==> config.mk <==
export PLATFORM = sky130hd
export DESIGN_NAME = debounce_sync
export DESIGN_NICKNAME = d
export VERILOG_FILES = /design/src/rtl/debounce_pkg.sv /design/src/rtl/sync_ff_chain.sv /design/src/rtl/debounce_sync.sv
export SDC_FILE = /design/constraint.sdc
export NUM_CORES = 1
export LEC_CHECK = 0
export ABC_AREA = 1
export CORE_AREA = 4 4 41 43
export DETAILED_ROUTE_END_ITERATION = 8
export DIE_AREA = 0 0 45 47
export SLEW_MARGIN = 20
export SYNTH_ARGS = -nofsm -noshare
export SYNTH_HDL_FRONTEND = slang
export SYNTH_SLANG_ARGS = --single-unit
export TNS_END_PERCENT = 20
==> constraint.sdc <==
create_clock -name clk -period 2.51 [get_ports clk]
set_clock_uncertainty 0.1 [all_clocks]
set_input_delay 0.753 -clock clk [delete_from_list [all_inputs] [get_ports clk]]
set_output_delay 0.753 -clock clk [all_outputs]
set_load 0.02 [all_outputs]
==> src/rtl/debounce_pkg.sv <==
// Shared types and default constants for the input debouncer.
package debounce_pkg;

    // Two-state debounce FSM: idle/committed vs. counting a candidate change.
    typedef enum logic {
        ST_STABLE,
        ST_VERIFY
    } db_state_t;

    localparam int unsigned DB_SYNC_STAGES     = 2;
    localparam int unsigned DB_DEBOUNCE_CYCLES = 16;

endpackage

==> src/rtl/sync_ff_chain.sv <==
// Multi-flop synchroniser for a single asynchronous bit; resets to 0.
module sync_ff_chain #(
    parameter int unsigned STAGES = 2
) (
    input  logic clk,
    input  logic rst_n,
    input  logic d,
    output logic q
);

    (* ASYNC_REG = "TRUE" *) logic [STAGES-1:0] chain_q;

    // Shift the raw input through the chain; the first flop may go metastable.
    always_ff @(posedge clk or negedge rst_n) begin
        if (!rst_n) begin
            chain_q <= '0;
        end else begin
            chain_q <= {chain_q[STAGES-2:0], d};
        end
    end

    assign q = chain_q[STAGES-1];

endmodule

==> src/rtl/debounce_sync.sv <==
// Synchronise and debounce a bouncy asynchronous input; emit a clean level plus
// single-cycle rise/fall pulses. All outputs come straight from flops.
module debounce_sync
    import debounce_pkg::*;
#(
    parameter int unsigned SYNC_STAGES     = DB_SYNC_STAGES,
    parameter int unsigned DEBOUNCE_CYCLES = DB_DEBOUNCE_CYCLES
) (
    input  logic clk,
    input  logic rst_n,
    input  logic data_in,
    output logic data_out,
    output logic rise_pulse,
    output logic fall_pulse,
    output logic busy
);

    localparam int unsigned CNT_W = $clog2(DEBOUNCE_CYCLES);
    localparam logic [CNT_W-1:0] CNT_LAST = CNT_W'(DEBOUNCE_CYCLES - 1);

    logic             sync_q;
    db_state_t        state_q, state_d;
    logic [CNT_W-1:0] cnt_q, cnt_d;
    logic             data_q, data_d;
    logic             rise_q, rise_d;
    logic             fall_q, fall_d;

    sync_ff_chain #(
        .STAGES (SYNC_STAGES)
    ) u_sync (
        .clk   (clk),
        .rst_n (rst_n),
        .d     (data_in),
        .q     (sync_q)
    );

    // Next-state: count consecutive mismatching samples, commit on the last one.
    always_comb begin
        state_d = state_q;
        cnt_d   = cnt_q;
        data_d  = data_q;
        rise_d  = 1'b0;
        fall_d  = 1'b0;
        unique case (state_q)
            ST_STABLE: begin
                cnt_d = '0;
                if (sync_q != data_q) begin
                    state_d = ST_VERIFY;
                    cnt_d   = CNT_W'(1);
                end
            end
            ST_VERIFY: begin
                if (sync_q == data_q) begin
                    // Bounced back before the window filled: drop the candidate.
                    state_d = ST_STABLE;
                    cnt_d   = '0;
                end else if (cnt_q == CNT_LAST) begin
                    // Commit the very sample just compared, so no toggle-back race.
                    data_d  = sync_q;
                    rise_d  = sync_q;
                    fall_d  = ~sync_q;
                    state_d = ST_STABLE;
                    cnt_d   = '0;
                end else begin
                    cnt_d = cnt_q + 1'b1;
                end
            end
            default: begin
                state_d = ST_STABLE;
                cnt_d   = '0;
            end
        endcase
    end

    // State, counter and registered outputs; reset aborts any pending change.
    always_ff @(posedge clk or negedge rst_n) begin
        if (!rst_n) begin
            state_q <= ST_STABLE;
            cnt_q   <= '0;
            data_q  <= 1'b0;
            rise_q  <= 1'b0;
            fall_q  <= 1'b0;
        end else begin
            state_q <= state_d;
            cnt_q   <= cnt_d;
            data_q  <= data_d;
            rise_q  <= rise_d;
            fall_q  <= fall_d;
        end
    end

    assign data_out   = data_q;
    assign rise_pulse = rise_q;
    assign fall_pulse = fall_q;
    assign busy       = (state_q == ST_VERIFY);

endmodule

Word-level counts from Yosys, hierarchy flattened --
Cells that the tools add are included.
Storage, ports and cells: bits of input ports 3, logic and storage cells 28, register bits after elaboration 10
Cells by class: add/subtract/negate cells 1, reduce and logical (&&, ||, !) cells 1, mux-type cells 14, equal/unequal tests 3, bitwise gates (word level) 3
Operators with widths (count):
- $mux W1 | 10
- $mux W4 | 2
- $pmux W4 S2 | 1
- $add A4 B1 Y4 const B | 1
- $eq A4 B4 Y1 const B | 1
- $not A1 Y1 | 3
- $reduce_and A3 Y1 | 1
- $pmux W1 S2 | 1
- $eq A1 B1 Y1 | 1
- $ne A1 B1 Y1 | 1

Longest topological paths before layout --
depth in word-level cells 4, gate-level depth with buffers 6, depth with buffers taken out 6

Hierarchy --
From an unflattened synthesis, not the netlist that was laid out.
Unflattened totals: cells, all modules 43, area, all modules 417.9 um2
By module, submodules not included:
- debounce_sync | times used 1, cells an instance 41, seq. area each 200.2 um2, area an instance 367.9 um2
- sync_ff_chain | times used 1, cells an instance 2, seq. area each 50.0 um2, area an instance 50.0 um2

Worst setup path after synthesis --
OpenSTA, ideal clock, no wires.
kind register -> output, start point register state_q, in the netlist busy, end point output port busy, data arrival time 0.508 ns, slack 1.149 ns, path buffers 0, cell stages (with the launch flop) 1, cell sequence dfrtp_1
RTL lines:
- start: declaration | RTL line debounce_sync.sv:22 | db_state_t state_q, state_d;
- start signal: assignment | RTL line debounce_sync.sv:84 | state_q <= state_d;
- end: declaration | RTL line debounce_sync.sv:15 | output logic busy
No word-level cell between the ends.

Worst setup path in the final report --
start point register state_q, in the netlist busy, end point output port busy
No word-level cell between the ends.

==> flow_summary.ini <==
[global_routing]
grt_pass1_wl_mm = 1.26
antenna_found_initial = 0
first_global_vias = 293
grt_start_max_net_pins = 11
grt_use_total = 0.0896
grt.overflow.total = 0

[timing]
maxClockFrequency_mhz = 454
min_period_over_period = 0.878
worstMarginPinSlew_ns = 0.436
slew_headroom = 0.709
fin_crit_ns = 2.20
worst_slack_ns = 0.306
setup-tns-final_ns = 0
drv_slew = 0
rsz0062_at_grt = no
hold_ws_ns = 0.254
finalHoldViolCount = 0
finalSetupViolCount = 0

[floorplanning]
die_area_mm2 = 0.00212
io_pins = 7
die_w_um = 45
start_util = 0.321
fp-row-count = 13
die_height_um = 47
core_area_mm2 = 0.00130

[worst_setup_path]
worstPathArrival_ns = 1.35
critPathLaunchType = flop
worstPathRequired_ns = 1.66
cp.buffers_inverters = 1
rr_startpoint = cnt_q[0]
ff2ff_setup_slack_ns = 1.24
crit_chain = clkdlybuf4s50_1
r2r-end = cnt_q[0]
path_max_fanout = 7
ff2ff_path_depth = 6
endpoint_kind = primary output
slowest_delay_ns = 0.64
crit_slowest_cell = clkdlybuf4s50_1
cp_top_family = buffers and inverters
critPathKind = flop to primary output

[logic_synthesis]
ys_types = 12
synth_warnings = 0
synthesis.nets = 47
synth-seq-cells = 10
seq_area_frac_synth = 0.599
netlist_instances = 43
synthesis.area_um2 = 418
postSynthAreaPerCell_um2 = 9.72

[place]
pre_cts_ws_ns = 0.587
post-place-cells = 64
dp_hpwl_um = 523
postPlaceCellArea_um2 = 497
gp_congestion = 0.788
port_buffers = 6

[power]
power.density_mw_per_mm2 = 564
ir_worst_vdd_mv = 0.251
p_leak_nw = 0.262
power_mw = 0.293

[routing]
drt-pass1-iter-count = 4
finalWirelength_um = 717
ant_nets = 0
drt_iter0_markers = 2
viasPerCell = 4.30
via_count = 288
drc = 0
wl_per_cell_um = 10.7

[layout]
final_util = 0.399
final_cell_area_um2 = 519
drive_above_1_share = 0.154
area_delta_synth_final_pct = 24.3
nets = 58
fillers = 137
num_antenna_cells = 0
instances_no_fill = 67

[clocking]
clkTransAtPathRegs_ns = 0.06
clk_latency_ns = 0.26
cts_resized = 0
post_cts_buffers = 0
cts_max_level = 1
cts_buffers = 3
root_buffer = clkbuf_4
cts_max_path_buffers = 2
cts.sinks = 10
cts_tree = built
ctsHoldBuffers = 0

[job]
cap_violations = 0

[hold_path]
hp-start = u_sync.chain_q[0]
hold_depth = 0
min_to = u_sync.chain_q[1]
hold_class = flop to flop

[run_status]
outcome = complete, no violations
==> logic make-up after synthesis <==
logic type | count (synthesis) | share of synthesized area
AND/OR/NAND/NOR | 22 | 0.275
flip-flops | 10 | 0.599
buffers and inverters | 8 | 0.0719
AO/OA/AOI/OAI | 2 | 0.0240
adder cells (fa/ha/maj) | 1 | 0.0299
==> worst reg2reg max path: cells and delay by family, from the launching register on <==
family / cells / cell delay, ns
DFF: 1 / 0.42
buffers and inverters: 1 / 0.06
adders and majority gates: 1 / 0.24
and+or+nand+nor: 3 / 0.22
AOI/OAI and AO/OA: 1 / 0.14
==> layout make-up <==
| class | count | area [µm²] | share of cell area |
|---|---|---|---|
| Clock buffer | 3 | 22.5 | 0.0434 |
| Multi-Input combinational cell | 25 | 138 | 0.265 |
| Tap cell | 15 | 18.8 | 0.0361 |
| Inverter | 8 | 30.0 | 0.0578 |
| Timing Repair Buffer | 6 | 60.1 | 0.116 |
| Sequential cell | 10 | 250 | 0.482 |
==> flip-flops by register name (all words and copies together) (netlist names) <==
register,count
data_out,1
cnt_q,4
rise_pulse,1
busy,1
u_sync.chain_q,2
fall_pulse,1
==> routing by layer <==
metal	wire length, µm	vias up	GRT usage
met4	11	0	0.0702
met3	17	2	0.0230
met2	380	4	0.141
met5	0	-	0
li1	-	152	-
met1	308	130	0.104
==> Yosys cell counts <==
master	count	area, µm²
nand3_1	2	10.0
nand2_2	2	12.5
nor3_2	1	10.0
inv_1	8	30.0
dfrtp_1	10	250
nor2_4	1	11.3
nand3_2	1	10.0
nand2_1	9	33.8
nand4_1	2	12.5
ha_1	1	12.5
a21oi_1	2	10.0
nor2_1	4	15.0
==> worst max path at each step <==
stage	start	end	slack, ns	cells past startpoint
after floorplan	busy	busy	1.15	0
after global placement	busy	busy	0.59	1
after detailed placement	busy	busy	0.59	1
after CTS	busy	busy	0.30	1
after global routing	busy	busy	0.21	1
final	busy	busy	0.31	1
==> placed cells by master (no fill, tap or decap) <==
cell,n
dfrtp_1,10
nor2_1,4
nand2_1,9
nand2_2,2
nand4_1,2
a21oi_1,2
nand3_2,1
ha_1,1
inv_1,8
clkdlybuf4s50_1,6
nor2_4,1
nor3_2,1
clkbuf_4,3
nand3_1,2
==> where the power goes <==
group	internal, mW	switching, mW	total [mW]
combinational	0.00750	0.00993	0.0174
sequential	0.166	0.00486	0.171
clock	0.0551	0.0497	0.105
total	0.228	0.0644	0.293
Power figures use the tool's default switching activity.
